$ cat src/rtl/memacc_pkg.sv
// memacc_pkg: shared types and constants for the memory access unit.
//   memacc_state_t : sequencer states (IDLE, S_RD, V_WR, V_RD, V_LAST)
//   WB_SEL_MEM     : write-back mux select code that marks a load request
//   MEMACC_*       : default geometry (address width, lane width, lane count, beat counter width)
package memacc_pkg;

    typedef enum logic [2:0] {
        IDLE   = 3'd0,
        S_RD   = 3'd1,
        V_WR   = 3'd2,
        V_RD   = 3'd3,
        V_LAST = 3'd4
    } memacc_state_t;

    localparam logic [1:0] WB_SEL_MEM = 2'b01;

    localparam int MEMACC_ADDR_W = 16;
    localparam int MEMACC_LANE_W = 16;
    localparam int MEMACC_LANES  = 8;
    localparam int MEMACC_BEAT_W = $clog2(MEMACC_LANES);

endpackage

$ cat src/rtl/memory_access_unit.sv
// memory_access_unit: memory stage behind the EX/MEM register. Maps scalar and
// vector loads/stores onto a single-port synchronous RAM of LANE_W-bit words.
// Vector operations are split into one beat per lane; mem_stall holds the front
// of the pipeline until the final beat.
//
// Ports:
//   clk, reset (async, active-low)
//   write_memory_enable_a/b_memory            scalar / vector store requests
//   select_writeback_(vector_)data_mux_memory  == WB_SEL_MEM marks scalar / vector load
//   ALUresult_out                              word address (vector base)
//   srcB_memory, vector_srcB_memory            store data
//   mem_addr, mem_we, mem_wdata, mem_rdata     RAM port (read data one cycle after address)
//   mem_stall                                  pipeline hold
//   load_data/load_valid                       scalar load result, one-cycle pulse
//   vector_load_data/vector_load_valid         vector load result, one-cycle pulse
//   misalign_err                               only with MEMACC_ALIGN_CHECK_EN: pulses when an
//                                              unaligned vector request is dropped
//
// Build option: define MEMACC_ALIGN_CHECK_EN to reject vector bases with base[2:0] != 0.
module memory_access_unit
    import memacc_pkg::*;
#(
    parameter int ADDR_W = MEMACC_ADDR_W,
    parameter int LANE_W = MEMACC_LANE_W,
    parameter int LANES  = MEMACC_LANES
) (
    input  logic                     clk,
    input  logic                     reset,
    input  logic                     write_memory_enable_a_memory,
    input  logic                     write_memory_enable_b_memory,
    input  logic [1:0]               select_writeback_data_mux_memory,
    input  logic [1:0]               select_writeback_vector_data_mux_memory,
    input  logic [15:0]              ALUresult_out,
    input  logic [LANE_W-1:0]        srcB_memory,
    input  logic [LANES*LANE_W-1:0]  vector_srcB_memory,
`ifdef MEMACC_ALIGN_CHECK_EN
    output logic                     misalign_err,
`endif
    output logic [ADDR_W-1:0]        mem_addr,
    output logic                     mem_we,
    output logic [LANE_W-1:0]        mem_wdata,
    input  logic [LANE_W-1:0]        mem_rdata,
    output logic                     mem_stall,
    output logic [LANE_W-1:0]        load_data,
    output logic                     load_valid,
    output logic [LANES*LANE_W-1:0]  vector_load_data,
    output logic                     vector_load_valid
);

    localparam int BEAT_W = (LANES == MEMACC_LANES) ? MEMACC_BEAT_W : $clog2(LANES);
    localparam int VEC_W  = LANES * LANE_W;
    localparam logic [BEAT_W-1:0] LAST_BEAT = BEAT_W'(LANES - 1);
    localparam logic [BEAT_W-1:0] ONE_BEAT  = BEAT_W'(1);

    memacc_state_t       state_q, state_d;
    logic [BEAT_W-1:0]   beat_q, beat_d;
    logic [ADDR_W-1:0]   base_q, base_d;
    logic [VEC_W-1:0]    wdata_q, wdata_d;
    // The final lane of a vector load is taken straight from mem_rdata, so only LANES-1 entries are buffered.
    logic [LANE_W-1:0]   lane_buf_q [LANES-1];
    logic [LANE_W-1:0]   lane_buf_d [LANES-1];

    logic                vst_req_s, sst_req_s, vld_req_s, sld_req_s, unaligned_s;
    logic [ADDR_W-1:0]   req_addr_s, beat_addr_s;

    logic [ADDR_W-1:0]   mem_addr_s;
    logic                mem_we_s;
    logic [LANE_W-1:0]   mem_wdata_s;
    logic                mem_stall_s;
    logic [LANE_W-1:0]   load_data_s;
    logic                load_valid_s;
    logic [VEC_W-1:0]    vector_load_data_s;
    logic                vector_load_valid_s;
    logic                misalign_s;

    assign vst_req_s   = write_memory_enable_b_memory;
    assign sst_req_s   = write_memory_enable_a_memory;
    assign vld_req_s   = (select_writeback_vector_data_mux_memory == WB_SEL_MEM);
    assign sld_req_s   = (select_writeback_data_mux_memory == WB_SEL_MEM);
    assign req_addr_s  = ALUresult_out[ADDR_W-1:0];
    // Beat addresses wrap modulo 2^ADDR_W.
    assign beat_addr_s = base_q + ADDR_W'(beat_q);

`ifdef MEMACC_ALIGN_CHECK_EN
    assign unaligned_s = (ALUresult_out[2:0] != 3'b000);
`else
    assign unaligned_s = 1'b0;
`endif

    // Next-state, beat sequencing and RAM/result drive for the access sequencer.
    always_comb begin
        state_d             = state_q;
        beat_d              = beat_q;
        base_d              = base_q;
        wdata_d             = wdata_q;
        lane_buf_d          = lane_buf_q;
        mem_addr_s          = '0;
        mem_we_s            = 1'b0;
        mem_wdata_s         = '0;
        mem_stall_s         = 1'b0;
        load_data_s         = '0;
        load_valid_s        = 1'b0;
        vector_load_data_s  = '0;
        vector_load_valid_s = 1'b0;
        misalign_s          = 1'b0;

        case (state_q)
            IDLE: begin
                // Highest-priority request wins; the others are dropped.
                if (vst_req_s) begin
                    if (unaligned_s) begin
                        misalign_s = 1'b1;
                    end else begin
                        // Lane 0 is written straight from the inputs; the rest are latched.
                        mem_addr_s  = req_addr_s;
                        mem_we_s    = 1'b1;
                        mem_wdata_s = vector_srcB_memory[LANE_W-1:0];
                        mem_stall_s = 1'b1;
                        base_d      = req_addr_s;
                        wdata_d     = vector_srcB_memory;
                        beat_d      = ONE_BEAT;
                        state_d     = V_WR;
                    end
                end else if (sst_req_s) begin
                    mem_addr_s  = req_addr_s;
                    mem_we_s    = 1'b1;
                    mem_wdata_s = srcB_memory;
                end else if (vld_req_s) begin
                    if (unaligned_s) begin
                        misalign_s = 1'b1;
                    end else begin
                        mem_addr_s  = req_addr_s;
                        mem_stall_s = 1'b1;
                        base_d      = req_addr_s;
                        beat_d      = ONE_BEAT;
                        state_d     = V_RD;
                    end
                end else if (sld_req_s) begin
                    mem_addr_s  = req_addr_s;
                    mem_stall_s = 1'b1;
                    base_d      = req_addr_s;
                    state_d     = S_RD;
                end else begin
                    state_d = IDLE;
                end
            end

            S_RD: begin
                load_data_s  = mem_rdata;
                load_valid_s = 1'b1;
                state_d      = IDLE;
            end

            V_WR: begin
                mem_addr_s  = beat_addr_s;
                mem_we_s    = 1'b1;
                mem_wdata_s = wdata_q[int'(beat_q)*LANE_W +: LANE_W];
                if (beat_q == LAST_BEAT) begin
                    beat_d  = '0;
                    state_d = IDLE;
                end else begin
                    mem_stall_s = 1'b1;
                    beat_d      = beat_q + ONE_BEAT;
                end
            end

            V_RD: begin
                // Read data returning now belongs to the address issued on the previous beat.
                mem_addr_s  = beat_addr_s;
                mem_stall_s = 1'b1;
                lane_buf_d[beat_q - ONE_BEAT] = mem_rdata;
                if (beat_q == LAST_BEAT) begin
                    beat_d  = '0;
                    state_d = V_LAST;
                end else begin
                    beat_d = beat_q + ONE_BEAT;
                end
            end

            V_LAST: begin
                for (int i = 0; i < LANES - 1; i++) begin
                    vector_load_data_s[i*LANE_W +: LANE_W] = lane_buf_q[i];
                end
                vector_load_data_s[(LANES-1)*LANE_W +: LANE_W] = mem_rdata;
                vector_load_valid_s = 1'b1;
                state_d             = IDLE;
            end

            default: begin
                state_d = IDLE;
                beat_d  = '0;
            end
        endcase
    end

    // Sequencer state, beat counter, latched request and lane buffer.
    always_ff @(posedge clk or negedge reset) begin
        if (!reset) begin
            state_q <= IDLE;
            beat_q  <= '0;
            base_q  <= '0;
            wdata_q <= '0;
            for (int i = 0; i < LANES - 1; i++) begin
                lane_buf_q[i] <= '0;
            end
        end else begin
            state_q    <= state_d;
            beat_q     <= beat_d;
            base_q     <= base_d;
            wdata_q    <= wdata_d;
            lane_buf_q <= lane_buf_d;
        end
    end

    // Outputs are forced to 0 while reset is held, so a request present during reset never reaches the RAM.
    assign mem_addr          = reset ? mem_addr_s          : '0;
    assign mem_we            = reset ? mem_we_s            : 1'b0;
    assign mem_wdata         = reset ? mem_wdata_s         : '0;
    assign mem_stall         = reset ? mem_stall_s         : 1'b0;
    assign load_data         = reset ? load_data_s         : '0;
    assign load_valid        = reset ? load_valid_s        : 1'b0;
    assign vector_load_data  = reset ? vector_load_data_s  : '0;
    assign vector_load_valid = reset ? vector_load_valid_s : 1'b0;
`ifdef MEMACC_ALIGN_CHECK_EN
    assign misalign_err      = reset ? misalign_s          : 1'b0;
`endif

endmodule

$ cat config.mk
export PLATFORM = sky130hd
export DESIGN_NAME = memory_access_unit
export DESIGN_NICKNAME = d
export VERILOG_FILES = /design/src/rtl/memacc_pkg.sv /design/src/rtl/memory_access_unit.sv
export SDC_FILE = /design/constraint.sdc
export NUM_CORES = 1
export LEC_CHECK = 0
export ABC_AREA = 1
export CORE_MARGIN = 3
export CORE_UTILIZATION = 33
export DETAILED_ROUTE_END_ITERATION = 16
export PLACE_DENSITY = 0.71
export SLEW_MARGIN = 10
export SYNTH_ARGS = -nofsm -noshare
export SYNTH_HDL_FRONTEND = slang
export SYNTH_SLANG_ARGS = --single-unit
$ cat constraint.sdc
create_clock -name clk -period 3.3 [get_ports clk]
set_input_delay 0.99 -clock clk [delete_from_list [all_inputs] [get_ports clk]]
set_output_delay 0.99 -clock clk [all_outputs]
set_load 0.01 [all_outputs]
**Yosys cells after proc, flatten, opt, wreduce, memory -nomap -nowiden**

Index checks and enable logic that the tools add are counted.

- Bits in registers: 262
- Word-level logic and storage cells: 88
- Output and inout bits: 180

- Bitwise logic cells: 2
- Add/subtract/negate cells: 3
- Mux-type cells: 48
- Reduce and logical (&&, ||, !) cells: 9
- Shifts and indexed selects: 1
- Equality and inequality tests: 12
- Magnitude comparators: 2

Operators with widths:

| cell | count |
|---|---|
| $mux 128 | 2 |
| $mux 16 | 15 |
| $shiftx 128x8->16 | 1 |
| $bwmux 112 | 1 |
| $pmux 16 s2 | 2 |
| $demux 16 s3 | 1 |
| $mux 3 | 8 |
| $pmux 3 s3 | 2 |
| $add 16x3->16 | 1 |
| $mux 1 | 14 |
| $reduce_and 3->1 | 3 |
| $eq 3x2->1 const B | 2 |
| $eq 3x3->1 const B | 2 |
| $ne 3x3->1 const B | 2 |
| $eq 2x1->1 const B | 2 |
| $ge 4x4->1 const B | 1 |
| $lt 4x1->1 const B | 1 |
| $ne 2x2->1 const B | 2 |
| $not 3->4 | 1 |
| $reduce_or 2->1 | 2 |
| $add 3x1->3 const B | 1 |
| $eq 3x1->1 const B | 1 |
| $logic_not 3->1 | 1 |
| $pmux 1 s3 | 1 |
| 8 further kinds | 8 |

**Logic depth before layout (Yosys ltp)**

Gate-level depths: netlist of the first run.

- Word-level depth: 7
- Mapped depth: 12
- Gate-level depth less buffers: 11

**Least setup slack after synthesis of the first run**

No wires, ideal clock.

- Path type: register to output
- Start: register beat_q[1]
- End: output mem_addr[4]
- Arrival time: 2.075 ns
- Path buffers: 2
- Path slack: 0.235 ns
- Stages on the path, launching flop included: 11
- Path through: dfrtp_1 buf_2 clkinv_1 clkbuf_1 fa_1 inv_1 nand2_1 a21oi_1 or2_2 nand3_1 a21oi_1

- Longest elaborated chain between the ends: 3

RTL lines:

| element | RTL line | RTL |
|---|---|---|
| start: declaration | memory_access_unit.sv:56 | `logic [BEAT_W-1:0] beat_q, beat_d;` |
| start signal: assignment | memory_access_unit.sv:208 | `beat_q <= beat_d;` |
| $add 16x3->16 | memory_access_unit.sv:82 | `assign beat_addr_s = base_q + ADDR_W'(beat_q);` |
| $pmux 16 s2 | memory_access_unit.sv:107 | `case (state_q)` |
| $mux 16 | memory_access_unit.sv:216 | `assign mem_addr = reset ? mem_addr_s : '0;` |
| end: declaration | memory_access_unit.sv:39 | `output logic [ADDR_W-1:0] mem_addr,` |

No other way between the ends.

**Worst setup path after layout of the first run**

- Start: register beat_q[0]
- End: output mem_addr[4]

The elaborated chain is that of the path after synthesis.

==> results.md, run 1 <==
- Result of the run: complete, but fails checks
- Violations in the final reports: setup timing
- Placed insts: 2,629
- Top cell by count, worst path: sky130_fd_sc_hd__inv_2
- Worst endpoint required time: 2.31 ns
- Synth cell count leaders: sky130_fd_sc_hd__nand2_1, sky130_fd_sc_hd__nor2_1, sky130_fd_sc_hd__dfrtp_1, sky130_fd_sc_hd__inv_1, sky130_fd_sc_hd__o21ai_0
- Top fanout value on the critical path: 4
- Post-synthesis cell type count: 31
- Clock root cell: sky130_fd_sc_hd__clkbuf_16
- Most used flip-flop cell after synthesis: sky130_fd_sc_hd__dfrtp_1
- Pin count of the biggest net entering global routing: between 150 and 200
- First-pass GRT wire length: 72,600 um
- Cell taking the most area after synthesis: sky130_fd_sc_hd__dfrtp_1
- Beginning of the worst register-to-register path: state_q[0]
- Rel. slew slack: 0.380
- Number of warnings issued by yosys: 0
- Number of enable-type register cells in the synthesized netlist: 0
- Worst IR Drop VDD: 0.000403 V
- Number of buffers added to fix hold violations after cts: 0
- Final Power: 16,000 uW
- Summed instance area of the synthesized netlist: ~0.013 mm^2
- Detail Route Antenna Nets: 0
- Total I/O pin count: 364
- Number of nets at the end of the flow: about 2,400
- Fraction of final layout cells sized beyond drive strength 1: 0.153
- Critical Setup Path Class: flop to primary output
- Area fraction of the dominant cell type after synthesis: 0.505
- Tightest Hold Check Type: flop to flop
- Post-synthesis async set-or-reset flop share: 1.00
- Critical path startpoint: beat_q[0]
- Iteration-0 DRC count of the detailed router: 858
- Final worst path period need: 3.36 ns
- Clock Sink Count: 262
- Last element of the critical path: mem_addr[4]
- Worst-case setup margin in the final layout: -0.0604 ns
- Clock network latency to the later pin of the worst-skew pair: 0.55 ns
- RD Place Congestion: 0.897
- Sequential element share of the synthesized area: 0.505
- Area delta synth->final: 47.3%
- Hold Fails Final Rpt: 0
- Remaining DRCs: 0
- Via density: just under 5
- TritonCTS clock tree: yes
- Port buffer count: approximately 360
- Initial core utilization: 0.335
- Slowest CP cell: sky130_fd_sc_hd__dfrtp_2
- Core area: 0.0387 mm^2
- CTS H-Tree Depth: 1
- Number of pins exceeding their max-slew limit in the final report: 0
- Worst Setup Start Kind: flop
- Dominant delay contributor by cell family on the critical path: adder cells
- Avg Synthesized Cell Area: 7.35 um^2
- Vert. Die Dim: approximately 200 um
- Final setup vio count: 10
- Critical path arrival: 2.37 ns
- Max cap viols: 0
- Post-Syn Instances: between 1,500 and 2,000
- Count of buffering cells on the critical path with inverters included: 4
- Fin util: 0.494
- Cell types with the largest area share after synthesis: sky130_fd_sc_hd__dfrtp_1, sky130_fd_sc_hd__nand2_1, sky130_fd_sc_hd__nor2_1
- Vias in the first global route: around 13,000
- Worst-case reg-to-reg path depth: 11
- Sequence of cells on the critical path: ha_4 -> inv_2 -> fa_2 -> inv_2 -> nand2_4 -> a21oi_4 -> buf_6 -> or2_2 -> nand3_2 -> a21oi_1 -> buf_2
- RSZ-0062 raised after global routing: true
- Average routed wire per standard cell: 17.4 um
- Die area: 0.0418 mm^2
- Syn Nets: 1,958
- Leakage: 0.0105 uW
- Clock-pin slew on the worst setup and hold paths: around 0.060 ns
- Filler-free cell count of the finished design: roughly 2,700
- Wirelength, routed: between 40,000 and 50,000 um
- Global-route total usage across every layer: 0.219
- Share of the clock period used by the worst path after layout: 1.02
- GRT overflow: 0
- Setup clock skew after layout: roughly 0.012 ns
- Kind of capture point of the worst setup path: primary output
- Number of clock buffers inserted by TritonCTS: 29
- Tightest Pin Transition: 0.930 ns
- Router iterations before antenna repair: 5
- Cell row count: 72
- Antenna diode instance count: 0
- Critical path depth: 11
- Power density relative to cell area: 837 mW/mm^2
- Maximum buffer depth of the clock tree: 3
- Highest clock rate: ~300 MHz
- Setup tns final: -0.208 ns
- Worst hold-check slack: 0.475 ns
- Most used standard cell by instance count after synthesis: sky130_fd_sc_hd__nand2_1
- Chip Width: 204 um
- Endpoint of the worst register-to-register path: wdata_q[113]
- Worst reg-to-reg setup slack: 0.77 ns
- Flip-flop and latch count after synthesis: approximately 260
- Via Count: 13,100
- HPWL after detailed placement: 32,300 um
- Number of antenna violations at the first check in global routing: 0
- Highest cell delay on the worst timing path: 0.40 ns
## cell families after synthesis
group           synth area share
xor+xnor                 0.00125
fa+ha+maj                0.00732
flops                      0.505
buf+inv                   0.0972
compound gates             0.115
simple gates               0.275
## stage by stage
| stage | worst slack, ns | cell area (um^2) |
|---|---|---|
| floorplan | 0.235 | 13000 |
| global placement | -0.581 | 17500 |
| detailed placement | -0.591 | 17500 |
| CTS | -0.105 | 18900 |
| global route | -0.183 | 19100 |
| finish | -0.0604 | 19100 |
## power by group
group          total (uW)  internal [uW]  switching (uW)
logic                7100           2810            4290
registers            5560           4710             844
clock network        3360           2050            1310
total               16000           9580            6440
## state kept, by name, summed over array words and instances, names as in the netlist
name and cells:
beat_q 3, lane_buf_q 112, wdata_q 128, base_q 16, state_q 3
## repair_timing
action	4_1_cts	5_1_grt
gates cloned	6	2
endpoints found under the setup margin	178	92
gates resized for setup	409	100
buffers inserted	26	8
hold endpoints to repair	0	0
pin swaps	26	21
## final cells by class
class                   count  area [um^2]
clock inverters            11          184
inverters                 205          818
flip-flops and latches    262         6560
repair buffers            482         4520
well taps                 518          648
fillers                  3804        19600
multi-input cells        1202         5610
clock buffers              42          795
## cell usage in the layout, fill, tap and decap left out, types with 3 or more instances in the layout
cell	netlist	layout
sky130_fd_sc_hd__nand2_4	0	8
sky130_fd_sc_hd__bufinv_16	0	5
sky130_fd_sc_hd__buf_12	0	8
sky130_fd_sc_hd__buf_6	2	12
sky130_fd_sc_hd__o21ai_2	0	4
sky130_fd_sc_hd__dlygate4sd2_1	0	107
sky130_fd_sc_hd__buf_4	14	89
sky130_fd_sc_hd__buf_2	42	31
sky130_fd_sc_hd__a21oi_1	72	56
sky130_fd_sc_hd__nand3_1	80	56
sky130_fd_sc_hd__a21oi_2	0	14
sky130_fd_sc_hd__o211ai_1	8	8
sky130_fd_sc_hd__o21ai_1	1	10
sky130_fd_sc_hd__inv_2	3	14
sky130_fd_sc_hd__nor2_1	289	269
sky130_fd_sc_hd__clkinv_2	0	5
sky130_fd_sc_hd__clkbuf_1	38	11
sky130_fd_sc_hd__dlymetal6s2s_1	0	8
sky130_fd_sc_hd__nand3_2	1	23
sky130_fd_sc_hd__nor2_2	3	16
sky130_fd_sc_hd__dfrtp_1	262	259
sky130_fd_sc_hd__clkdlybuf4s50_1	0	176
sky130_fd_sc_hd__clkbuf_16	0	31
sky130_fd_sc_hd__ha_4	0	3
sky130_fd_sc_hd__clkbuf_2	1	13
sky130_fd_sc_hd__nor3_1	4	4
sky130_fd_sc_hd__or2_2	3	3
sky130_fd_sc_hd__o21ai_0	183	170
sky130_fd_sc_hd__buf_16	0	4
sky130_fd_sc_hd__nor2_4	0	7
sky130_fd_sc_hd__o21bai_1	17	17
sky130_fd_sc_hd__buf_8	0	4
sky130_fd_sc_hd__clkdlybuf4s15_2	0	11
sky130_fd_sc_hd__clkinvlp_4	0	7
sky130_fd_sc_hd__dfrtp_2	0	3
sky130_fd_sc_hd__nand2_2	1	5
sky130_fd_sc_hd__clkdlybuf4s15_1	0	16
sky130_fd_sc_hd__nand2_1	524	512
sky130_fd_sc_hd__inv_1	199	178
sky130_fd_sc_hd__ha_1	6	3
## worst reg2reg max path, stage by stage (launching register included)
cell	delay, ns
sky130_fd_sc_hd__dfrtp_1	0.35
sky130_fd_sc_hd__buf_4	0.15
sky130_fd_sc_hd__nor2_4	0.05
sky130_fd_sc_hd__nand2_4	0.11
sky130_fd_sc_hd__clkinv_4	0.12
sky130_fd_sc_hd__nand2_4	0.17
sky130_fd_sc_hd__buf_4	0.19
sky130_fd_sc_hd__buf_4	0.63
sky130_fd_sc_hd__inv_4	0.12
sky130_fd_sc_hd__buf_4	0.30
sky130_fd_sc_hd__nand2_1	0.17
sky130_fd_sc_hd__nand2_1	0.06
## routing by layer
layer  routed length, um  vias to the layer above  track usage
li1                    -                     6292            -
met1               19500                     6181        0.278
met2               22900                      507        0.375
met3                3150                       92       0.0385
met4                1920                        0       0.0801
met5                   0                        -            0
## how the worst min path moves through the flow
stage,to,slack [ns],start,cells past startpoint
after global placement,wdata_q[127],0.46,wdata_q[127],2
after floorplan,wdata_q[112],0.44,wdata_q[112],2
after CTS,wdata_q[117],0.48,wdata_q[117],2
final,wdata_q[117],0.48,wdata_q[117],2
after global routing,wdata_q[18],0.49,wdata_q[18],2
after detailed placement,wdata_q[117],0.46,wdata_q[117],2
No activity file was read; power rests on OpenSTA's default activity.
==> run 2, diff against run 1 <==
Settings changed: CORE_MARGIN 3 to unset, GPL_TIMING_DRIVEN set to 0, SETUP_SLACK_MARGIN set to 0.2.
==> run 2 against run 1 <==
The run still ends with setup timing left. Cell count grew 2.5%. Via count grew 4.9%. Sequential cell count is the same.
==> results.md, run 2 (synthesis results as in run 1) <==
- Maximum buffer depth of the clock tree: 3 (unchanged)
- Port buffer count: 363 (unchanged)
- Fill cells: 3,543 (-6.9%)
- Via Count: 13,700 (+4.9%)
- Clock-pin slew on the worst setup and hold paths: 0.06 ns (about the same)
- Worst Setup Start Kind: flop
- Iteration-0 DRC count of the detailed router: 877 (+2.2%)
- Vias in the first global route: 13,900 (+6.8%)
- Remaining DRCs: 0 (unchanged)
- Initial core utilization: 0.335 (unchanged)
- Most common cell after layout, fill and taps aside: sky130_fd_sc_hd__nand2_1
- Detail Route Antenna Nets: 0 (unchanged)
- Number of clock buffers inserted by TritonCTS: 29 (unchanged)
- CTS H-Tree Depth: 1 (unchanged)
- GRT overflow: 0 (unchanged)
- Met3 usage in global routing: 0.0348 (-0.00372)
- Area delta synth->final: 59.6%
- Tightest Hold Check Type: input pin to async pin
- Critical path arrival: 2.53 ns (+0.16 ns)
- Final Power: 17,600 uW (+10%)
- Power density relative to cell area: 851 mW/mm^2 (+1.7%)
- Global-route total usage across every layer: 0.259 (+0.0401)
- Vert. Die Dim: 200 um (-2.0%)
- Total I/O pin count: 364 (unchanged)
- Router iterations before antenna repair: 6 (+1)
- Filler-free cell count of the finished design: 2,789 (+2.5%)
- Layer carrying the most global-route usage: met2
- Highest clock rate: 284 MHz (-4.6%)
- Worst-case setup margin in the final layout: -0.221 ns (-0.160 ns)
- Hold Fails Final Rpt: 0 (unchanged)
- RSZ-0062 raised after global routing: true
- Clock Sink Count: 262 (unchanged)
- Most frequent cells in the layout: sky130_fd_sc_hd__nand2_1, sky130_fd_sc_hd__dfrtp_1, sky130_fd_sc_hd__nor2_1
- Met2 GRT Util: 0.452 (+0.0762)
- Sequential cell area: 0.00656 mm^2 (about the same)
- Pin count of the biggest net entering global routing: 105 (-32%)
- Grt met1 use: 0.315 (+0.0371)
- Kind of capture point of the worst setup path: primary output
- Final setup vio count: 29 (+19)
- Number of antenna violations at the first check in global routing: 1 (+1)
- Cell row count: 72 (unchanged)
- Setup tns final: -3.14 ns (-2.93 ns)
- Worst IR Drop VDD: 0.000611 V (+52%)
- Core area: 0.0387 mm^2 (unchanged)
- Number of buffers added to fix hold violations after cts: 0 (unchanged)
- Final worst path period need: 3.52 ns (+0.160 ns)
- Fraction of final layout cells sized beyond drive strength 1: 0.284 (+0.131)
- Worst endpoint required time: 2.31 ns (about the same)
- Rel. slew slack: 0.598 (+0.218)
- Critical path startpoint: beat_q[1]
- Setup clock skew after layout: 0.0195 ns (+0.00707 ns)
- Tightest Pin Transition: 0.603 ns (-0.328 ns)
- Violations in the final reports: setup timing
- Critical Setup Path Class: flop to primary output
- Number of nets at the end of the flow: 2,438 (+2.7%)
- Area taken by multi-input logic gates: 0.00638 mm^2 (+14%)
- Flip-flop count of the largest register after layout: 128 (unchanged)
- Register name with the most flops: wdata_q
- TritonCTS clock tree: yes
- First-pass GRT wire length: 80,500 um (+11%)
- Max cap viols: 0 (unchanged)
- Leakage: 0.0108 uW (+2.6%)
- Average routed wire per standard cell: 19.3 um (+10%)
- Number of pins exceeding their max-slew limit in the final report: 0 (unchanged)
- Chip Width: 200 um (-2.0%)
- RD Place Congestion: 0.915 (+2.0%)
- Die area: 0.0401 mm^2 (-3.9%)
- Via density: 4.92 (+2.4%)
- Top fanout value on the critical path: 4 (unchanged)
- Cell area reported after detailed placement: 0.0173 mm^2 (-0.94%)
- Placed insts: 2,650 (+0.80%)
- Result of the run: complete, but fails checks
- Clock network latency to the later pin of the worst-skew pair: 0.56 ns (about the same)
- Post-route standard cell area excluding fillers: 0.0207 mm^2 (+8.4%)
- Beginning of the worst register-to-register path: beat_q[0]
- Wirelength, routed: 53,700 um (+13%)
- Fin util: 0.535 (+0.0413)
- HPWL after detailed placement: 36,900 um (+14%)
- Largest registers: wdata_q x128, lane_buf_q x112, base_q x16
- Share of the clock period used by the worst path after layout: 1.07 (+0.0486)
- Clock root cell: sky130_fd_sc_hd__clkbuf_16
==> run 2: metal layers <==
metal,up-vias,share of wire
met5,-,0
met4,0,0.054
met3,124,0.060
met2,620,0.49
met1,6541,0.40
li1,6425,-
==> run 2: final cells by class <==
class                   count  area share
flip-flops and latches    262       0.316
multi-input cells        1201       0.308
repair buffers            449       0.205
plain buffers              99      0.0484
inverters                 205      0.0423
clock buffers              37      0.0384
well taps                 518      0.0313
clock inverters            17      0.0110
diodes                      1    0.000121
==> run 2: per-stage QoR <==
| step | hold WS, ns | worst slack, ns |
|---|---|---|
| after floorplan | 0.444 | 0.235 |
| after global routing | 0.358 | -0.328 |
| after detailed placement | 0.460 | -2.27 |
| after global placement | 0.458 | -14.40 |
| final | 0.376 | -0.221 |
| after CTS | 0.350 | -0.258 |
==> run 2: path summary, 6_finish.rpt <==
path                                   to  slack, ns  depth (start not counted)
max reg2reg                 lane_buf_q[1]       0.58                         12
max in group asynchronous  lane_buf_q[36]       2.02                          3
min                        lane_buf_q[56]       0.38                          1
min reg2reg                   wdata_q[60]       0.48                          2
min in group clk              wdata_q[60]       0.48                          2
max                          mem_addr[12]      -0.22                         13
==> run 2: critical path, stage by stage, from the launching register on <==
cell and delay, ns:
sky130_fd_sc_hd__dfrtp_1 0.38, sky130_fd_sc_hd__buf_6 0.14, sky130_fd_sc_hd__clkinv_8 0.05, sky130_fd_sc_hd__clkbuf_16 0.14, sky130_fd_sc_hd__fa_2 0.34, sky130_fd_sc_hd__inv_2 0.08, sky130_fd_sc_hd__nand2_4 0.09, sky130_fd_sc_hd__a21oi_4 0.16
sky130_fd_sc_hd__buf_6 0.13, sky130_fd_sc_hd__nand3_2 0.06, sky130_fd_sc_hd__nand2_2 0.08, sky130_fd_sc_hd__nand2_2 0.06, sky130_fd_sc_hd__a21oi_2 0.13, sky130_fd_sc_hd__buf_2 0.15
==> run 2: power breakdown <==
| part | internal [uW] | leakage, uW | switching (uW) |
|---|---|---|---|
| clock network | 2100 | 0.000506 | 1370 |
| registers | 4710 | 0.00301 | 927 |
| logic | 3450 | 0.00730 | 5090 |
| total | 10300 | 0.0108 | 7390 |
==> run 2: what timing repair did <==
item / in CTS / in global routing
resized for setup: 1126 / 171
pin swaps: 91 / 49
setup endpoints to repair: 180 / 158
gates cloned: 10 / 5
setup buffers: 54 / 15
